<file path="config.mk">
export PLATFORM = sky130hd
export DESIGN_NAME = hex_keypad_entry
export DESIGN_NICKNAME = d
export VERILOG_FILES = /design/src/rtl/keypad_pkg.sv /design/src/rtl/scan_tick_gen.sv /design/src/rtl/hex_keypad_entry.sv
export SDC_FILE = /design/constraint.sdc
export NUM_CORES = 1
export LEC_CHECK = 0
export BUFFER_PORTS_ARGS = -buffer_cell sky130_fd_sc_hd__buf_2
export CAP_MARGIN = 20
export CORE_MARGIN = 5
export CORE_UTILIZATION = 30
export CTS_CLUSTER_SIZE = 40
export DETAILED_ROUTE_END_ITERATION = 16
export GPL_ROUTABILITY_DRIVEN = 0
export MAX_ROUTING_LAYER = met4
export PLACE_DENSITY = 0.55
export SLEW_MARGIN = 15
export SYNTH_ARGS = -nofsm -noshare
export SYNTH_HDL_FRONTEND = slang
export SYNTH_SLANG_ARGS = --single-unit
export TNS_END_PERCENT = 20
</file>
<file path="constraint.sdc">
create_clock -name clk -period 3.2 [get_ports clk]
set_input_delay 0.16 -clock clk [delete_from_list [all_inputs] [get_ports clk]]
set_output_delay 0.16 -clock clk [all_outputs]
set_load 0.03 [all_outputs]
</file>
<file path="src/rtl/keypad_pkg.sv">
// Shared definitions for the hex keypad entry block: key map, FSM encoding, column reset pattern.
// Latency: none (constants and pure combinational helpers).
// Backpressure: not applicable.
package keypad_pkg;

    typedef enum logic [1:0] {
        IDLE     = 2'd0,
        DEBOUNCE = 2'd1,
        HELD     = 2'd2
    } state_t;

    // Column drive for column index 0 (active-low one-hot).
    localparam logic [3:0] COL_IDLE = 4'b1110;

    // Key values indexed by {row, col}; element 0 is row 0 / col 0.
    // Each line lists one row, columns 3 down to 0.
    localparam logic [15:0][3:0] KEY_MAP = {
        4'hD, 4'hE, 4'hF, 4'h0,   // row 3
        4'hC, 4'h9, 4'h8, 4'h7,   // row 2
        4'hB, 4'h6, 4'h5, 4'h4,   // row 1
        4'hA, 4'h3, 4'h2, 4'h1    // row 0
    };

    // True when exactly one row line is pulled low.
    function automatic logic one_low(input logic [3:0] pat);
        return $onehot(~pat);
    endfunction

    // Index of the low bit in a pattern that has exactly one bit low.
    function automatic logic [1:0] low_index(input logic [3:0] pat);
        logic [1:0] idx;
        idx = 2'd0;
        for (int i = 0; i < 4; i++) begin
            if (!pat[i]) idx = 2'(i);
        end
        return idx;
    endfunction

endpackage

</file>
<file path="src/rtl/scan_tick_gen.sv">
// Scan tick generator: reloading down-counter, one-cycle tick every SCAN_INIT+1 clocks.
// Latency: first tick SCAN_INIT+1 cycles after reset release (tick is decoded from the count register).
// Backpressure: none; free-running.
module scan_tick_gen #(
    parameter logic [23:0] SCAN_INIT = 24'h000f00
) (
    input  logic clk,
    input  logic reset,
    output logic tick
);

    logic [23:0] cnt_q;
    logic [23:0] cnt_d;

    // Tick fires while the count sits at zero; that same cycle reloads it.
    always_comb begin
        tick  = (cnt_q == 24'd0);
        cnt_d = tick ? SCAN_INIT : (cnt_q - 24'd1);
    end

    // Count register.
    always_ff @(posedge clk) begin
        if (reset) cnt_q <= SCAN_INIT;
        else       cnt_q <= cnt_d;
    end

endmodule

</file>
<file path="src/rtl/hex_keypad_entry.sv">
// Hex keypad scanner: scans a 4x4 matrix, debounces, accepts one key per press, shifts digits into a 4-digit value.
// Latency: 2 clk row sync + (DEBOUNCE_SCANS-1) scan periods from first stable tick, key_valid 1 clk after accepting tick.
// Backpressure: none; key_valid is a single-cycle pulse that the consumer must take when it appears.
module hex_keypad_entry
    import keypad_pkg::*;
#(
    parameter logic [23:0] SCAN_INIT      = 24'h000f00,
    parameter int          DEBOUNCE_SCANS = 4
) (
    input  logic        clk,
    input  logic        reset,
    input  logic [3:0]  row,
    input  logic        clr,
    output logic [3:0]  col,
    output logic [15:0] four_hex_out,
    output logic [3:0]  key_code,
    output logic        key_valid,
    output logic        key_down
);

    localparam int CNT_W = $clog2(DEBOUNCE_SCANS + 1);
    localparam logic [CNT_W-1:0] CNT_DONE = CNT_W'(DEBOUNCE_SCANS);

    logic tick;

    // Two-flop synchronizer for the asynchronous row lines.
    logic [3:0] sync1_q, sync1_d;
    logic [3:0] rs_q, rs_d;

    state_t             state_q, state_d;
    logic [1:0]         col_idx_q, col_idx_d;
    logic [1:0]         row_idx_q, row_idx_d;
    logic [CNT_W-1:0]   cnt_q, cnt_d;
    logic [3:0]         col_q, col_d;
    logic [15:0]        hex_q, hex_d;
    logic [3:0]         key_code_q, key_code_d;
    logic               key_valid_q, key_valid_d;
    logic               key_down_q, key_down_d;

    logic               advance;
    logic [CNT_W-1:0]   cnt_inc;
    logic [3:0]         latched_pat;
    logic [3:0]         lookup;

    scan_tick_gen #(
        .SCAN_INIT (SCAN_INIT)
    ) u_tick (
        .clk   (clk),
        .reset (reset),
        .tick  (tick)
    );

    // Next-state logic: scan/debounce FSM, stepped only on scan ticks; clr overrides the digit register.
    always_comb begin
        sync1_d     = row;
        rs_d        = sync1_q;
        state_d     = state_q;
        col_idx_d   = col_idx_q;
        row_idx_d   = row_idx_q;
        cnt_d       = cnt_q;
        hex_d       = hex_q;
        key_code_d  = key_code_q;
        key_valid_d = 1'b0;
        key_down_d  = key_down_q;
        advance     = 1'b0;
        cnt_inc     = cnt_q + 1'b1;
        latched_pat = ~(4'b0001 << row_idx_q);
        lookup      = KEY_MAP[{row_idx_q, col_idx_q}];

        if (tick) begin
            case (state_q)
                IDLE: begin
                    if (one_low(rs_q)) begin
                        row_idx_d = low_index(rs_q);
                        cnt_d     = CNT_W'(1);
                        state_d   = DEBOUNCE;
                    end else begin
                        advance = 1'b1;
                    end
                end
                DEBOUNCE: begin
                    if (rs_q == latched_pat) begin
                        if (cnt_inc == CNT_DONE) begin
                            state_d     = HELD;
                            cnt_d       = '0;
                            key_down_d  = 1'b1;
                            key_valid_d = 1'b1;
                            key_code_d  = lookup;
                            hex_d       = {hex_q[11:0], lookup};
                        end else begin
                            cnt_d = cnt_inc;
                        end
                    end else begin
                        // Bounce or a different key: drop the candidate and keep scanning.
                        state_d = IDLE;
                        cnt_d   = '0;
                        advance = 1'b1;
                    end
                end
                HELD: begin
                    if (rs_q == 4'b1111) begin
                        if (cnt_inc == CNT_DONE) begin
                            state_d    = IDLE;
                            cnt_d      = '0;
                            key_down_d = 1'b0;
                            advance    = 1'b1;
                        end else begin
                            cnt_d = cnt_inc;
                        end
                    end else begin
                        // Any low row restarts the release count; no auto-repeat.
                        cnt_d = '0;
                    end
                end
                default: begin
                    state_d    = IDLE;
                    cnt_d      = '0;
                    key_down_d = 1'b0;
                end
            endcase
        end

        if (advance) col_idx_d = col_idx_q + 2'd1;
        col_d = ~(4'b0001 << col_idx_d);

        if (clr) hex_d = '0;
    end

    // All state and registered outputs.
    always_ff @(posedge clk) begin
        if (reset) begin
            sync1_q     <= 4'b1111;
            rs_q        <= 4'b1111;
            state_q     <= IDLE;
            col_idx_q   <= 2'd0;
            row_idx_q   <= 2'd0;
            cnt_q       <= '0;
            col_q       <= COL_IDLE;
            hex_q       <= '0;
            key_code_q  <= 4'h0;
            key_valid_q <= 1'b0;
            key_down_q  <= 1'b0;
        end else begin
            sync1_q     <= sync1_d;
            rs_q        <= rs_d;
            state_q     <= state_d;
            col_idx_q   <= col_idx_d;
            row_idx_q   <= row_idx_d;
            cnt_q       <= cnt_d;
            col_q       <= col_d;
            hex_q       <= hex_d;
            key_code_q  <= key_code_d;
            key_valid_q <= key_valid_d;
            key_down_q  <= key_down_d;
        end
    end

    assign col          = col_q;
    assign four_hex_out = hex_q;
    assign key_code     = key_code_q;
    assign key_valid    = key_valid_q;
    assign key_down     = key_down_q;

endmodule

</file>
==> results.md, run 1 <==
* Total congestion overflow at 0
* GRT busiest layer: met2
* Worst hold path depth at 2
* Area post-placement at about 0.0034 mm^2
* Post-cts gate resize count at 0
* Wire per inst at 12.1 um
* Postcts setup bufs at 0
* Hold worst-path end: row_idx_q[0]$_SDFFE_PP0P_
* Hold_buf cts at 4
* Post-Synthesis Net Count at approximately 350
* Core ar. at 0.0101 mm^2
* Routing usage on met3 at 3.33%
* Met2 Use GR at between 10% and 20%
* Max_cap viols at 0
* Max Freq at around 0.37 GHz
* Crit path top cell by count: ha_1
* Final setup fails at 0
* Die Y at around 110 um
* Final hold vios at 0
* Worst Path Required at between 3 and 4 ns
* CTS buffer count at 9
* Post-synth EDFFs at 0
* TritonCTS clock tree: done
* Worst Path Buf+Inv at 1
* Largest family of logic cells by synthesized area: simple AND/OR/NAND/NOR gates
* Synth top area share at a little over two fifths
* Synth area leader: dfxtp_1
* CP top delay family: adder cells
* Commonest non-fill, non-tap cell in the layout: dfxtp_1
* CTS sink cnt at 67
* Critical path, cell by cell: fa_1 > inv_1 > ha_1 > ha_1 > nor3b_1 > o32a_1 > nor4_1 > a2111oi_0 > a311oi_1
* Max Root-Sink Buffers at 2
* I/O Buffers at 32
* Initial antenna violation count at 0
* Tcrit/Tclk final at a little over four fifths
* Ports at 33
* H-tree levels at 3
* Mux cell area share after synthesis at 5.30%
* First-pass GRT wire length at 11,000 um
* Worst VDD drop at about 0.27 mV
* Post-DP HPWL at between 4000 and 5000 um
* Asr flop ratio synth at 0%
* DRC at 0
* RR Endpoint: col[0]$_SDFF_PP0_
* Leakage at about 0.0014 uW
* Worst path arrival time at 2.89 ns
* Status: completed
* Tightest Pin Transition at between 0.7 and 0.8 ns
* Critical R2R Launch: rs_q[0]$_SDFF_PP1_
* Vias per cell at 4.82
* Routed wire length at 6190 um
* Synth Area in XOR/XNOR at under 10%
* R2R Setup Slk at slightly above 0.5 ns
* Worst min-delay path startpoint: reset
* Post-place setup slack at between 0.5 and 0.6 ns
* Fin Setup TNS at 0 ns
* Syn_area_per_cell at about 9.2 um^2
* Crit-path max FO at 5
* Adder-cell share of the synthesized area at ~4.7%
* Ranking of synthesized cells by area: dfxtp_1 (44%), nor2_1 (6.7%), mux2i_1 (4.6%)
* R2R cell count at 9
* Worst rel slew slack at between 50% and 60%
* Ys Warns at 0
* Antenna-violating nets left at 0
* CTS clk-pin slew, worst paths at ~0.07 ns
* Iteration-0 DRC Markers at between 100 and 150
* Vias in the first global route at ~2,400
* Slew Viols, Final at 0
* Mapped Cells at between 300 and 400
* Area growth syn-to-layout at 18.6%
* Largest net degree at the start of global routing at 31
* Proportion of layout cells with a drive suffix above 1 at between 10% and 20%
* Die Area at 0.0124 mm^2
* Tightest Hold Check Type: input pin to flip-flop
* Post-synthesis simple-gate area fraction at a little under a quarter
* FF+latch count, synth at 67
* Final Skew at 0.00442 ns
* Critical path capture point type: flip-flop
* Worst Setup Start Kind: flip-flop
* Sequential share of the synthesized area at 43.7%
* Final Worst Setup Slack at ~0.51 ns
* Kind of critical path: flip-flop to flip-flop
* Final core utilization at roughly 36%
* Met1 GRT Util at between 10 and 15%
* Commonest non-fill, non-tap cells in the layout: dfxtp_1 (67), nor2_1 (55), buf_2 (32)
* Min Tclk post-route at approximately 2.7 ns
* Clk_lat worst skew at 0.33 ns
* Initial Util at a little over 30%
* Vias at ~2,500
* Clk root buf: clkbuf_8
* CP max stage cell: fa_1
* Row count at 37
* Fin Hold WS at around 0.28 ns
* Setup repair after global routing missed its margin: false
* Diodes inserted at 0
* All-Layer GR Usage at a little over a tenth
* Drt pass-1 iters at 4
* Max incr delay on CP at roughly 0.55 ns
* Compound-Gate Fraction of Synth Area at a little over an eighth
* Die width at approximately 110 um
* Final instance area at around 0.0036 mm^2
* Synth cell types at 57
* Layout Nets at just under 400
* Ys flop type: dfxtp_1
* Post-Syn Area at between 0.003 and 0.004 mm^2
* PwrDens at about 530 mW/mm^2
-- cell usage after synthesis, types with 6 or more instances --
cell type / count
or2_2: 10
mux2i_1: 14
nor3_1: 14
xnor2_1: 16
or4_1: 6
clkbuf_1: 8
nor4_1: 8
dfxtp_1: 67
a21oi_1: 15
nand2_1: 15
nand2b_1: 6
nor2_1: 55
ha_1: 10
o211ai_1: 6
inv_1: 13
-- stage by stage --
step / power, uW / instances
after floorplan: 1030 / 333
after global placement: 1080 / 490
after detailed placement: 1080 / 490
after CTS: 1960 / 510
after global routing: 2020 / 510
final: 1920 / 510
-- worst max path at each step --
| stage | from | end | slack (ns) | cells after the start |
|---|---|---|---|---|
| 2_1_floorplan | rs_q[0]$_SDFF_PP1_ | col[0]$_SDFF_PP0_ | 0.73 | 9 |
| 3_3_place_gp | rs_q[0]$_SDFF_PP1_ | col[0]$_SDFF_PP0_ | 0.58 | 9 |
| 3_5_place_dp | rs_q[0]$_SDFF_PP1_ | col[0]$_SDFF_PP0_ | 0.56 | 9 |
| 4_1_cts | rs_q[0]$_SDFF_PP1_ | col[0]$_SDFF_PP0_ | 0.52 | 9 |
| 5_1_grt | rs_q[3]$_SDFF_PP1_ | col[0]$_SDFF_PP0_ | 0.24 | 9 |
| 6_report | rs_q[0]$_SDFF_PP1_ | col[0]$_SDFF_PP0_ | 0.51 | 9 |
-- sequential cells by signal, summed over array words and instances (netlist names) --
name	count
u_tick.cnt_q	24
four_hex_out	16
col	4
key_code	4
rs_d	4
rs_q	4
cnt_q	3
col_idx_q	2
row_idx_q	2
state_q	2
key_down	1
key_valid	1
-- routing by layer --
layer  routed length, um  vias up
li1                    -     1254
met1                2950     1148
met4                  74        0
met2                2920       47
met5                   0        -
met3                 253        8
-- area by class of cell --
type / count / area, um^2
tap: 136 / 170
fill: 1046 / 6500
inverter: 13 / 48.8
clock inverter: 6 / 111
clock buffer: 10 / 138
multi-input combinational: 238 / 1600
timing repair buffer: 40 / 230
sequential: 67 / 1340
-- power breakdown --
group	total (uW)	leakage (uW)	internal [uW]	switching, uW
Sequential	901	0.000544	864	36.6
Clock	861	0.000123	540	321
Combinational	162	0.000692	75.5	86.1
-- worst reg2reg max path, stage by stage (launching register included) --
cell and delay (ns):
dfxtp_1 0.36, fa_1 0.55, inv_1 0.04, ha_1 0.17, ha_1 0.27, nor3b_1 0.34
o32a_1 0.26, nor4_1 0.07, a2111oi_0 0.41, a311oi_1 0.09
-- cells by family (layout without fill, tap and decap cells) --
kind of cell / after synthesis / in the layout
simple gates: 139 / 139
fa+ha+maj: 11 / 11
buf+inv: 28 / 69
mux: 15 / 15
compound gates: 53 / 53
flops: 67 / 67
xor+xnor: 20 / 20
Power figures use the tool's default switching activity.
==> inputs of run 2 (changes only) <==
--- a/config.mk
+++ b/config.mk
@@ -13,7 +13,7 @@
 export DETAILED_ROUTE_END_ITERATION = 16
 export GPL_ROUTABILITY_DRIVEN = 0
 export MAX_ROUTING_LAYER = met4
-export PLACE_DENSITY = 0.55
+export PLACE_DENSITY = 0.57
 export SLEW_MARGIN = 15
 export SYNTH_ARGS = -nofsm -noshare
 export SYNTH_HDL_FRONTEND = slang
==> constraint.sdc (replaced) <==
create_clock -name clk -period 2.4 [get_ports clk]
set_input_delay 0.12 -clock clk [delete_from_list [all_inputs] [get_ports clk]]
set_output_delay 0.12 -clock clk [all_outputs]
set_load 0.03 [all_outputs]
==> results.md, run 2 (synthesis results as in run 1) <==
* Worst Path Required at around 2.6 ns
* Tightest Pin Transition at about 0.56 ns
* DRC at 0
* Vias in the first global route at between 2,000 and 3,000
* R2R cell count at 10
* Proportion of layout cells with a drive suffix above 1 at between 20 and 30%
* Worst path arrival time at approximately 2.7 ns
* Commonest non-fill, non-tap cell in the layout: dfxtp_1
* Crit-path max FO at 3
* Logic pwr share at between 10% and 20%
* Met3 WL at around 240 um
* Core ar. at between 0.01 and 0.015 mm^2
* Critical path capture point type: flip-flop
* Final Skew at roughly 0.013 ns
* Final core utilization at 38.1%
* Tightest Hold Check Type: input pin to flip-flop
* Layout Nets at between 400 and 500
* CTS buffer count at 9
* Max Freq at about 0.40 GHz
* Max_cap viols at 0
* Area growth syn-to-layout at 25.8%
* CTS sink cnt at 67
* Post-DP HPWL at 4740 um
* Metal2 WL at 3340 um
* Final hold vios at 0
* Setup crit start: rs_q[0]$_SDFF_PP1_
* Wire per inst at between 10 and 15 um
* Final Worst Setup Slack at -0.0761 ns
* All-Layer GR Usage at between 10% and 20%
* Max Root-Sink Buffers at 2
* Fillers at 998
* TritonCTS clock tree: done
* First-pass GRT wire length at between 10,000 and 15,000 um
* Routed wire length at 6800 um
* Min Tclk post-route at 2.48 ns
* Internal at around 1700 uW
* Ports at 33
* Clock Power Share at ~37%
* Drt pass-1 iters at 4
* Vias per cell at between 4 and 5
* Worst rel slew slack at 62.1%
* Design Power at ~2300 uW
* Net Sw Power at 648 uW
* Kind of critical path: flip-flop to flip-flop
* Iteration-0 DRC Markers at 100
* Leakage at roughly 0.0014 uW
* Commonest non-fill, non-tap cells in the layout: dfxtp_1 (66), nor2_1 (54), buf_2 (32)
* Final setup fails at 5
* Max reg flops at 24
* CTS clk-pin slew, worst paths at around 0.09 ns
* Antenna-violating nets left at 0
* Die Area at 0.0124 mm^2
* Tcrit/Tclk final at 103%
* Worst Setup Start Kind: flip-flop
* Initial antenna violation count at 1
* PwrDens at around 600 mW/mm^2
* M1 wire length at a little over 3000 um
* Switching part of the total at about 28%
* Worst VDD drop at around 0.39 mV
* Top sig layer: met4
* Die width at 111 um
* Critical R2R Launch: rs_q[0]$_SDFF_PP1_
* Biggest register: u_tick.cnt_q
* Initial Util at a little under a third
* Largest net degree at the start of global routing at 31
* Worst hold path depth at 3
* Total congestion overflow at 0
* Status: finished, violations left
* Clk_lat worst skew at approximately 0.35 ns
* Clk root buf: clkbuf_8
* Slew Viols, Final at 0
* Setup repair after global routing missed its margin: true
* Row count at 37
* Worst min-delay path startpoint: clr
* I/O Buffers at 32
* Vias at 2,548
* Die Y at ~110 um
* Sequential Power Share at between 50% and 60%
* Post-place setup slack at -0.137 ns
* Violated checks: setup timing
* H-tree levels at 3
==> run 2: critical path: stages (launching register included) <==
cell      delay (ns)
dfxtp_2         0.34
fa_1            0.55
inv_2           0.05
ha_4            0.16
ha_4            0.24
nor3b_4         0.20
o32a_1          0.26
nor4_4          0.08
buf_4           0.15
a211oi_4        0.23
a32oi_1         0.10
==> run 2: metal layers <==
layer / up-vias / GRT usage (%)
li1: 1295 / -
met1: 1213 / 13.7
met2: 30 / 19.0
met3: 10 / 3.55
met4: 0 / 4.46
met5: - / -
==> run 2: final cells by class <==
class | count | area (um^2) | area share (%)
sequential | 67 | 1340 | 34.8
tap | 136 | 170 | 4.41
inverter | 13 | 48.8 | 1.26
antenna | 1 | 2.50 | 0.0648
clock buffer | 9 | 124 | 3.21
multi-input combinational | 238 | 1710 | 44.2
clock inverter | 7 | 53.8 | 1.39
timing repair buffer | 61 | 413 | 10.7
==> run 2: final timing paths <==
kind | slack (ns) | endpoint
min | 0.24 | four_hex_out[3]$_SDFFE_PP0P_
min reg2reg | 0.41 | rs_q[0]$_SDFF_PP1_
max | -0.08 | col[3]$_SDFF_PP1_
max reg2reg | -0.08 | col[3]$_SDFF_PP1_
==> run 2: per-stage QoR <==
stage	std cells	cell area, um^2	hold slack (ns)	setup TNS, ns
floorplan	333	3070	0.224	0
global placement	509	3520	0.306	-0.233
detailed placement	509	3520	0.308	-0.721
CTS	530	3800	0.228	0
global route	532	3860	0.269	-0.735
finish	532	3860	0.240	-0.201
==> run 2: timing repair <==
item | 4_1_cts | 5_1_grt
gates resized for setup | 11 | 9
gates cloned | 0 | 0
setup buffers | 1 | 1
setup endpoints to repair | 9 | 47
hold buffers | 4 | 0
endpoints found under the hold margin | 4 | 0
pin swaps | 6 | 4
==> run 2: power groups by stage <==
stage | registers (uW) | clock network, uW | logic, uW
final | 1200 | 847 | 260
after global routing | 1210 | 936 | 291
after CTS | 1200 | 878 | 254
after detailed placement | 1220 | 0 | 235
after global placement | 1220 | 0 | 230
after floorplan | 1210 | 0 | 163
